**src/rtl/lcd_pkg.sv**
```systemverilog
// Shared constants for the LCD frame controller: FSM encoding, bus widths and
// the backlight ramp helper.
package lcd_pkg;

   localparam int unsigned PAGE_W = 3;
   localparam int unsigned RGB_W  = 24;

   localparam logic [2:0] S_PANEL_RST = 3'd0;
   localparam logic [2:0] S_PWR_WAIT  = 3'd1;
   localparam logic [2:0] S_BLANK     = 3'd2;
   localparam logic [2:0] S_RAMP      = 3'd3;
   localparam logic [2:0] S_RUN       = 3'd4;

   // One ramp step: min(level + step, target), summed in 9 bits so the add cannot wrap.
   function automatic logic [7:0] ramp_next(input logic [7:0] level,
                                            input logic [7:0] step,
                                            input logic [7:0] target);
      logic [8:0] sum;
      sum = {1'b0, level} + {1'b0, step};
      if (sum > {1'b0, target}) begin
         ramp_next = target;
      end else begin
         ramp_next = sum[7:0];
      end
   endfunction

endpackage

```
**src/rtl/lcd_bl_pwm.sv**
```systemverilog
// Backlight PWM: 8-bit free-running counter compared against the level.
// Level 8'hFF means fully on; the output is registered and gated by en.
module lcd_bl_pwm (
   input  logic       clk,
   input  logic       rst,
   input  logic       en,
   input  logic [7:0] level,
   output logic       pwm
);

   logic [7:0] cnt;

   // Counter runs in every state; the enable only gates the registered output.
   always_ff @(posedge clk) begin
      if (rst) begin
         cnt <= 8'd0;
         pwm <= 1'b0;
      end else begin
         cnt <= cnt + 8'd1;
         pwm <= en & ((cnt < level) | (level == 8'hFF));
      end
   end

endmodule

```
**src/rtl/lcd_frame_ctrl.sv**
```systemverilog
// Frame-level sequencer for the RGB LCD timing generator: panel power-up,
// blanking, backlight ramp, frame counting and tear-free page switching.
module lcd_frame_ctrl
   import lcd_pkg::*;
#(
   parameter int unsigned RST_CYC      = 1000,
   parameter int unsigned PWR_WAIT     = 100000,
   parameter int unsigned BLANK_FRAMES = 2,
   parameter int unsigned RAMP_STEP    = 8,
   parameter int unsigned BLINK_FRAMES = 30
) (
   input  logic              lcd_pclk,
   input  logic              rst,
   input  logic              data_req,
   input  logic [10:0]       v_disp,
   input  logic [RGB_W-1:0]  pixel_in,
   output logic [RGB_W-1:0]  pixel_out,
   input  logic              page_req,
   input  logic [PAGE_W-1:0] page_id_in,
   output logic              page_ack,
   output logic [PAGE_W-1:0] page_cur,
   input  logic [7:0]        bl_duty,
   output logic              lcd_bl,
   output logic              lcd_rst,
   output logic              frame_end,
   output logic [15:0]       frame_cnt,
   output logic              blink,
   output logic              ready
);

   localparam int unsigned WAIT_MAX = (RST_CYC > PWR_WAIT) ? RST_CYC : PWR_WAIT;
   localparam int unsigned CYC_W    = $clog2(WAIT_MAX + 1);
   localparam int unsigned BLK_W    = $clog2(BLANK_FRAMES + 1);
   localparam int unsigned BLN_W    = $clog2(BLINK_FRAMES + 1);

   logic              req_d;
   logic [10:0]       line_cnt;
   logic              fall;
   logic              last_line;
   logic [BLN_W-1:0]  blink_cnt;
   logic [2:0]        state, state_d;
   logic [CYC_W-1:0]  cyc_cnt, cyc_d;
   logic [BLK_W-1:0]  blank_cnt, blank_d;
   logic [7:0]        bl_level, level_d;
   logic              pending;
   logic [PAGE_W-1:0] pend_id;
   logic              req_hold;
   logic              lit;

   assign fall      = req_d & ~data_req;
   assign last_line = (v_disp != 11'd0) && (line_cnt == v_disp - 11'd1);

   // Line counting on falling edges of data_req; frame_end follows the last line by one cycle.
   always_ff @(posedge lcd_pclk) begin
      if (rst) begin
         req_d     <= 1'b0;
         line_cnt  <= 11'd0;
         frame_end <= 1'b0;
      end else begin
         req_d     <= data_req;
         frame_end <= fall & last_line;
         if (fall) begin
            line_cnt <= last_line ? 11'd0 : line_cnt + 11'd1;
         end
      end
   end

   // Frame counter and blink divider, both advanced by frame_end.
   always_ff @(posedge lcd_pclk) begin
      if (rst) begin
         frame_cnt <= 16'd0;
         blink     <= 1'b0;
         blink_cnt <= '0;
      end else if (frame_end) begin
         frame_cnt <= frame_cnt + 16'd1;
         if (blink_cnt == BLN_W'(BLINK_FRAMES - 1)) begin
            blink     <= ~blink;
            blink_cnt <= '0;
         end else begin
            blink_cnt <= blink_cnt + 1'b1;
         end
      end
   end

   // Power-up sequencing and backlight level next-state.
   always_comb begin
      state_d = state;
      cyc_d   = cyc_cnt;
      blank_d = blank_cnt;
      level_d = bl_level;
      case (state)
         S_PANEL_RST: begin
            if (cyc_cnt == CYC_W'(RST_CYC - 1)) begin
               state_d = S_PWR_WAIT;
               cyc_d   = '0;
            end else begin
               cyc_d = cyc_cnt + 1'b1;
            end
         end
         S_PWR_WAIT: begin
            if (cyc_cnt == CYC_W'(PWR_WAIT - 1)) begin
               state_d = S_BLANK;
               cyc_d   = '0;
               blank_d = '0;
            end else begin
               cyc_d = cyc_cnt + 1'b1;
            end
         end
         S_BLANK: begin
            // A frame already under way on entry still ends with a frame_end and counts.
            if (frame_end) begin
               if (blank_cnt == BLK_W'(BLANK_FRAMES - 1)) begin
                  state_d = S_RAMP;
               end else begin
                  blank_d = blank_cnt + 1'b1;
               end
            end
         end
         S_RAMP: begin
            if (frame_end) begin
               level_d = ramp_next(bl_level, 8'(RAMP_STEP), bl_duty);
               if (level_d == bl_duty) begin
                  state_d = S_RUN;
               end
            end
         end
         S_RUN: begin
            if (frame_end) begin
               level_d = bl_duty;
            end
         end
         default: begin
            state_d = S_PANEL_RST;
         end
      endcase
   end

   // Sequencer state registers.
   always_ff @(posedge lcd_pclk) begin
      if (rst) begin
         state     <= S_PANEL_RST;
         cyc_cnt   <= '0;
         blank_cnt <= '0;
         bl_level  <= 8'd0;
      end else begin
         state     <= state_d;
         cyc_cnt   <= cyc_d;
         blank_cnt <= blank_d;
         bl_level  <= level_d;
      end
   end

   // Page handshake: latch one request, commit it on a frame boundary, then
   // wait for page_req to drop before accepting another.
   always_ff @(posedge lcd_pclk) begin
      if (rst) begin
         pending  <= 1'b0;
         pend_id  <= '0;
         page_cur <= '0;
         page_ack <= 1'b0;
         req_hold <= 1'b0;
      end else begin
         page_ack <= frame_end & pending;
         if (frame_end & pending) begin
            page_cur <= pend_id;
            pending  <= 1'b0;
            req_hold <= 1'b1;
         end else begin
            if (page_req & ~pending & ~req_hold) begin
               pending <= 1'b1;
               pend_id <= page_id_in;
            end
            if (~page_req) begin
               req_hold <= 1'b0;
            end
         end
      end
   end

   assign lit       = (state == S_RAMP) || (state == S_RUN);
   assign pixel_out = lit ? pixel_in : '0;
   assign lcd_rst   = (state != S_PANEL_RST);
   assign ready     = (state == S_RUN);

   lcd_bl_pwm u_bl_pwm (
      .clk   (lcd_pclk),
      .rst   (rst),
      .en    (lit),
      .level (bl_level),
      .pwm   (lcd_bl)
   );

endmodule

```
**config.mk**
```make
export PLATFORM = sky130hd
export DESIGN_NAME = lcd_frame_ctrl
export DESIGN_NICKNAME = d
export VERILOG_FILES = /design/src/rtl/lcd_pkg.sv /design/src/rtl/lcd_bl_pwm.sv /design/src/rtl/lcd_frame_ctrl.sv
export SDC_FILE = /design/constraint.sdc
export NUM_CORES = 1
export LEC_CHECK = 0
export ABC_AREA = 1
export CORE_MARGIN = 2
export CORE_UTILIZATION = 48
export CTS_CLUSTER_SIZE = 14
export DETAILED_ROUTE_END_ITERATION = 8
export GPL_TIMING_DRIVEN = 0
export PLACE_DENSITY_LB_ADDON = 0.08
export SLEW_MARGIN = 10
export SYNTH_ARGS = -nofsm -noshare
export SYNTH_HDL_FRONTEND = slang
export SYNTH_HIERARCHICAL = 1
export SYNTH_SLANG_ARGS = --single-unit
```
**constraint.sdc**
```tcl
create_clock -name lcd_pclk -period 2.5 [get_ports lcd_pclk]
set_input_delay 0.5 -clock lcd_pclk [delete_from_list [all_inputs] [get_ports lcd_pclk]]
set_output_delay 0.5 -clock lcd_pclk [all_outputs]
set_load 0.02 [all_outputs]
```
==> metrics.cfg <==
[setup_path]
worstSetupEndpointType=flop
critPathBufInv=1
cp.required_ps=2750
worstSetupStartpointType=flop
cp_data_arrival_time_ps=2750
crit_path_frequent_cell=nor2_2
critical_path_class=reg2reg
path_max_fanout=6
cp_slowest_cell=dfxtp_4
path_cells=ha_4 > xor2_1 > ha_1 > and3_4 > nand3b_1 > nand2_4 > buf_2 > nand3_1 > nand2_1 > nor2_2 > nand3_1 > nor2_2 > nor2_2 > nor2_1 > nor2_1
crit_family=simple AND/OR/NAND/NOR gates
cp_slowest_stage_delay_ps=380

[power]
power_uw=3160
p_per_area_mw_per_mm2=466
vdd_ir_drop_max_v=0.000294
p_leak_uw=0.00305

[detailed_routing]
drc=0
wire_per_inst_um=11.9
drtPass1Iterations=4
drtIter0Drc=194
totalWireLength_mm=12.2
via_count=5090
via_per_inst=4.96
final_antenna_net_count=0

[yosys]
ys_async_sr_fraction_pct=0
ys_ff_latch=83
synth_cell_types=44
yosysTopAreaCell=dfxtp_1
synth_compound_area_share_pct=9.41
postSynthCellCount=762
synth_top_flop_cell=dfxtp_1
synthesis.area_mm2=0.00520
synthXorXnorAreaFrac_pct=5.56
synth_top_family_by_area=simple AND/OR/NAND/NOR gates
synth.most_common_cell=nand2_1
synth-edff-count=0
synth_common_cells=nand2_1, inv_1, nor2_1
seq_area_frac_synth_pct=32.0
yosys-top-cells-area=dfxtp_1, nand2_1, inv_1
synthAdderAreaFrac_pct=5.78
syn-num-nets=836
synth_top_cell_area_share_pct=32.0
ys_warn_count=6
syn_avg_cell_area_um2=6.82
synth_mux_area_share_pct=0
synthSimpleGateAreaFrac_pct=36.4

[sta]
finalSetupViolCount=1
max_slew.worst_pin.slew_ps=599
hold_viol=0
skew_ps=10.9
rsz0062_at_grt=yes
min_period_ps=2500
fmax_mhz=400
maxSlewHeadroom_pct=60.0
final_max_slew_viol_count=0
fin_crit_sh_pct=100
worst_slack_ps=-0.0877

[placement]
place.gp.congestion=0.878
place_hpwl_mm=9.39
io_buffers=98

[clocking]
cts_tree=done
cts-root-buf=clkbuf_8
cts_buffers=9
clkTransAtPathRegs_ps=90
clock-sinks=83
cts_max_path_buffers=2
cts_hold_buffers=0
clock_latency_ps=350
cts.htree.levels=3

[grt]
antenna_found_initial=0
grt_overflow=0
grt_pass1_wl_mm=20.7
grt_max_degree=17
grtUsageTotal_pct=21.6
first_global_vias=4806

[floorplanning]
row_count=37
die-area_mm2=0.0117
start_util_pct=49.9
die_h_um=108
num_io_pins=99
core_mm2=0.0104
die_x_um=108

[status]
status=complete, but fails checks
violations=negative setup slack

[layout]
antenna_cells=0
fin_util_pct=65.2
fill_cells=944
nets=959
drive_gt1_share_pct=14.5
synthToLayoutAreaGrowth_pct=30.7

[run]
drv_cap=0

[hold_path]
hold_class=reg2reg

-- worst reg2reg max path, delay by kind of cell (launching register included) --
family        cells  cell delay [ps]
simple gates     11             1110
fa+ha+maj         2              460
flops             1              380
xor+xnor          1              300
buf+inv           1              160
-- final cells by class --
cell class	count	area [um^2]	share of cell area (%)
clock inverters	7	57.6	0.847
flip-flops and latches	83	1680	24.7
clock buffers	9	124	1.82
multi-input cells	534	3130	46.0
plain buffers	14	105	1.55
repair buffers	111	1030	15.2
well taps	136	170	2.51
inverters	132	495	7.30
-- through the flow --
stage / instance area [um^2] / instances / setup TNS (ps) / worst slack [ps] / hold slack, ps
6_report: 6790 / 1026 / -0.0877 / -0.0877 / 456
5_1_grt: 6790 / 1026 / -422 / -182 / 481
4_1_cts: 6660 / 1016 / 0 / 0.449 / 458
3_5_place_dp: 6350 / 996 / -9900 / -437 / 434
3_3_place_gp: 6350 / 996 / -7750 / -391 / 427
2_1_floorplan: 5200 / 762 / 0 / 38.9 / 414
-- sequential cells by signal (all words and copies together) (netlist names) --
name,count
cyc_cnt,17
frame_cnt,16
line_cnt,11
bl_level,8
u_bl_pwm/cnt,8
blink_cnt,5
page_cur,3
pend_id,3
state,3
blank_cnt,2
blink,1
frame_end,1
page_ack,1
pending,1
req_d,1
req_hold,1
u_bl_pwm/pwm,1
-- worst paths after layout --
| path | start | to | slack, ps | cells after the start |
|---|---|---|---|---|
| setup reg to reg | bl_level[4]$_SDFFE_PP0P_ | state[1]$_SDFFE_PP0P_ | -0.09 | 15 |
| setup / recovery | bl_level[4]$_SDFFE_PP0P_ | state[1]$_SDFFE_PP0P_ | -0.09 | 15 |
| hold reg to reg | pend_id[1]$_SDFFE_PP0P_ | page_cur[1]$_SDFFE_PP0P_ | 460 | 2 |
| hold / removal | pend_id[1]$_SDFFE_PP0P_ | page_cur[1]$_SDFFE_PP0P_ | 460 | 2 |
-- layout by cell type, fill, tap and decap left out, types with 6 or more instances in the layout --
| master | Yosys | final |
|---|---|---|
| nand2_1 | 131 | 127 |
| inv_1 | 125 | 121 |
| nor2_1 | 120 | 116 |
| dfxtp_1 | 83 | 77 |
| clkdlybuf4s50_1 | 0 | 68 |
| nand3_1 | 40 | 38 |
| o21ai_0 | 31 | 31 |
| a21oi_1 | 29 | 28 |
| nor3_1 | 26 | 25 |
| xor2_1 | 25 | 23 |
| ha_1 | 24 | 21 |
| dlygate4sd2_1 | 0 | 15 |
| nand4_1 | 13 | 13 |
| nor2_2 | 9 | 12 |
| buf_4 | 1 | 12 |
| clkbuf_8 | 0 | 11 |
| inv_2 | 6 | 10 |
| buf_2 | 3 | 10 |
| a31oi_1 | 10 | 10 |
| nand2_2 | 5 | 8 |
| nand3b_1 | 8 | 8 |
| nor3_2 | 7 | 7 |
| xnor2_1 | 8 | 7 |
| dlymetal6s2s_1 | 0 | 6 |
-- per-layer routing --
metal / track usage (%) / vias to the layer above / part of all wire [%]
met3: 3.44 / 16 / 5.9
met2: 38.1 / 118 / 48
met5: 0 / - / 0
met1: 26.8 / 2270 / 44
li1: - / 2686 / -
met4: 7.14 / 0 / 1.5
-- power breakdown --
group          total (uW)  switching [uW]  internal (uW)
logic                 807             477            330
registers            1440            58.1           1380
clock network         920             543            377
-- kinds of logic after synthesis --
| logic type | Yosys count |
|---|---|
| buffers and inverters | 146 |
| AOI/OAI and AO/OA | 86 |
| xor gates and xnor gates | 33 |
| DFF | 83 |
| adders and majority gates | 24 |
| and+or+nand+nor | 390 |
-- timing repair --
item                                    in CTS  in global routing
pin swaps                                    3                 24
cloned                                       0                  3
setup buffers                                4                  7
endpoints found under the setup margin      32                 39
resized for setup                           73                 38
Power figures use the tool's default switching activity.
==> variant 1: new RTL, same settings <==
Register the input `bl_duty` before use, cleared by the reset. The logic sees it one clock later. The other inputs are not delayed to match.
--- a/src/rtl/lcd_frame_ctrl.sv
+++ b/src/rtl/lcd_frame_ctrl.sv
@@ -33,6 +33,16 @@
    localparam int unsigned BLK_W    = $clog2(BLANK_FRAMES + 1);
    localparam int unsigned BLN_W    = $clog2(BLINK_FRAMES + 1);
 
+   logic [7:0] bl_duty_q;
+
+   always_ff @(posedge lcd_pclk) begin
+      if (rst) begin
+         bl_duty_q <= '0;
+      end else begin
+         bl_duty_q <= bl_duty;
+      end
+   end
+
    logic              req_d;
    logic [10:0]       line_cnt;
    logic              fall;
@@ -118,15 +128,15 @@
          end
          S_RAMP: begin
             if (frame_end) begin
-               level_d = ramp_next(bl_level, 8'(RAMP_STEP), bl_duty);
-               if (level_d == bl_duty) begin
+               level_d = ramp_next(bl_level, 8'(RAMP_STEP), bl_duty_q);
+               if (level_d == bl_duty_q) begin
                   state_d = S_RUN;
                end
             end
          end
          S_RUN: begin
             if (frame_end) begin
-               level_d = bl_duty;
+               level_d = bl_duty_q;
             end
          end
          default: begin
Behaviour: no difference found for any inputs over 10 cycles, from zero or initial values and one cycle with rst high; that may be too few to reach the edited logic, so the function may still have changed.
==> variant 1 against the original RTL <==
- the run still ends with negative setup slack left
- synthesized cell count grew 3.1%
- sequential cell count up 8
- setup slack worse by 0.075 ns
- maximum frequency down 2.9%
- area after synthesis grew 3.7%
- wire length grew 5.9%
- worst hold slack lost 0.0066 ns
- cell area is 2.2% higher
- largest cell class unchanged
Power is not compared: it rests on default switching activity, and its combinational part moved more than twofold at a synthesized area within 25%.
==> variant 1: results (changes against the original RTL) <==
[worst_hold_path]
holdPathEnd=page_cur[0]

[layout]
fin_nets=976  ; +1.8%
fillers=986  ; +4.4%
seq_share_pct=26.4  ; +1.7 points
multi_input_area_um2=3020  ; -3.6%
nNonClkBuffers=121  ; -3.2%
inv_count=155  ; +17%
clk_share_pct=2.92  ; +0.25 points

[synth]
synth_nets=860  ; +2.9%
yosys-top-cells-area=dfxtp_1 (34%), inv_1 (10%), nand2_1 (8.6%)
synth_compound_area_share_pct=10.9  ; +1.5 points
synthCells=786  ; +3.1%
synth-xor-area-share_pct=5.04  ; -0.52 points

[timing]
setup_tns_ns=-0.145  ; -0.145 ns
tightest_slew_ns=0.745  ; +0.146 ns
fin_ws_ns=-0.0748  ; -0.0747 ns
finalSetupViolCount=2  ; +1
fin_skew_ns=0.00645  ; -0.00443 ns

[routing]
drt-initial-drc-count=198  ; +2.1%
wl_met1_mm=5.63  ; +3.7%
route.met2.wl_mm=6.24  ; +6.0%
finalWirelength_mm=13.0  ; +5.9%

[run_status]
outcome=finished, violations left
failed_checks=negative setup slack

[critical_path]
cp.arrival_ns=2.86  ; +0.11 ns
worst-path-max-fanout=5  ; -1

[global_routing]
grt_first_pass_wirelength_mm=21.4  ; +3.1%
use_met2_pct=39.2  ; +1.1 points

[placed_design]
dp_slack_ns=-0.398  ; +0.0388 ns
placed_area_um2=6550  ; +3.2%
place.gp.congestion=0.870  ; -0.91%

[clock_network]
clk_latency_ns=0.38  ; +0.03 ns

## variant 1: cell types whose count changed after synthesis, moves of 5 or more
cell / change
nand3_1: -5
a31oi_1: -10
dfxtp_1: +8
inv_1: +23
a21oi_1: +20
nand2_1: -7
nor2_1: -6
## variant 1: what timing repair did
action                     in CTS  in global routing
resized for setup              48                 19
pin swaps                       0                 14
setup buffers                   5                  0
hold endpoints to repair        0                  0
setup endpoints to repair      36                 32
gates cloned                    1                  1
## variant 1: logic make-up after synthesis
kind of cell	after synthesis
DFF	91
and+or+nand+nor	366
adders and majority gates	24
buffers and inverters	171
AOI/OAI and AO/OA	103
xor gates and xnor gates	31
## variant 1: power groups by stage
| stage | combinational, mW | sequential, mW | clock (mW) |
|---|---|---|---|
| final | 0.330 | 1.49 | 1.05 |
| after global routing | 0.368 | 1.49 | 1.12 |
| after CTS | 0.314 | 1.49 | 1.06 |
| after detailed placement | 0.301 | 1.52 | 0 |
| after global placement | 0.291 | 1.52 | 0 |
| after floorplan | 0.172 | 1.52 | 0 |
==> variant 2: new RTL, same settings <==
Made on the original files. Change the package constant `RGB_W` from 24 to 36.
--- a/src/rtl/lcd_pkg.sv
+++ b/src/rtl/lcd_pkg.sv
@@ -3,7 +3,7 @@
 package lcd_pkg;
 
    localparam int unsigned PAGE_W = 3;
-   localparam int unsigned RGB_W  = 24;
+   localparam int unsigned RGB_W  = 36;
 
    localparam logic [2:0] S_PANEL_RST = 3'd0;
    localparam logic [2:0] S_PWR_WAIT  = 3'd1;
Ports: changed (resized pixel_in and pixel_out); port bits go from 99 to 123. No check against the original RTL was run, so the function may have changed too.
==> variant 2 against the original RTL <==
- the run still ends with negative setup slack left
- critical path type unchanged
- cell area grew 2.0%
- highest routed layer unchanged
- wire length grew 6.0%
- clock skew shrank 0.0013 ns
- largest cell class unchanged
- setup slack lost 0.050 ns
- power grew 3.3%
- non-clock buffer count grew 30
- sequential cell count is the same
- area after synthesis grew 0.19%
==> variant 2: results (changes against the original RTL) <==
[power_and_ir_drop]
clk-power_mw=0.955  ; +3.8%
intPower_mw=2.21  ; +5.8%
total_power_mw=3.27  ; +3.3%
peakVddDrop_mv=0.464  ; +58%

[placed_design]
place.gp.congestion=0.865  ; -1.5%

[routing]
drt-initial-drc-count=163  ; -16%
avgViaCountPerCell=4.88  ; -1.7%

[synth]
yosys-top-cells-area=dfxtp_1 (32%), inv_1 (10%), nor2_1 (9.7%)
synth.distinct_cells=42  ; -4.5%

[layout]
multi_input_area_um2=2990  ; -4.2%
clock_buffers=10  ; +1
regArea_um2=1670  ; -0.37%
drive_gt1_share_pct=14.8  ; +0.33 points

[worst_hold_path]
holdPathEnd=page_cur[2]

[timing]
finalSetupViolCount=2  ; +1
slew_headroom_pct=58.3  ; -1.6 points
fin_skew_ns=0.00955  ; -0.00132 ns
fin_ws_ns=-0.0503  ; -0.0502 ns

[run_status]
failed_checks=negative setup slack
outcome=finished, violations left

[critical_path]
reg2reg_depth=20  ; +5
worst-path-max-fanout=5  ; -1
cp.arrival_ns=2.80  ; +0.05 ns
max_stage_delay_ns=0.36  ; -0.02 ns
endpoint=state[0]

[clock_network]
post-cts-setup-buffers=5  ; +1

[global_routing]
grt.met3_usage_pct=5.06  ; +1.6 points
use_met2_pct=41.1  ; +3.0 points
met1_usage_pct=25.9  ; -0.87 points

==> variant 2: cell count changes in the layout (fill, tap and decap cells not counted), sizes merged, moves of 3 or more <==
cell           delta
buf              +25
clkdlybuf4s15     +3
clkdlybuf4s50    +14
dlygate4sd2       -4
dlymetal6s2s      -6
inv              +14
nand2            -14
nand3             +4
nand3b            -3
nor2             +16
nor3b             -4
xnor2             +3
==> variant 2: worst min-delay path: stages (launching register included) <==
cell,delay [ns]
dfxtp_1,0.32
nand2_1,0.06
nand2_1,0.04
==> variant 2: per-stage QoR <==
step / setup WS [ns] / setup TNS [ns] / hold WS, ns / std cells / cell area [um2]
finish: -0.0503 / -0.0910 / 0.461 / 1071 / 6930
global route: -0.249 / -0.615 / 0.482 / 1071 / 6930
CTS: -0.00326 / -0.00326 / 0.464 / 1061 / 6940
detailed placement: -0.472 / -10.03 / 0.445 / 1039 / 6600
global placement: -0.394 / -7.11 / 0.426 / 1039 / 6600
floorplan: 0.0858 / 0 / 0.414 / 777 / 5210
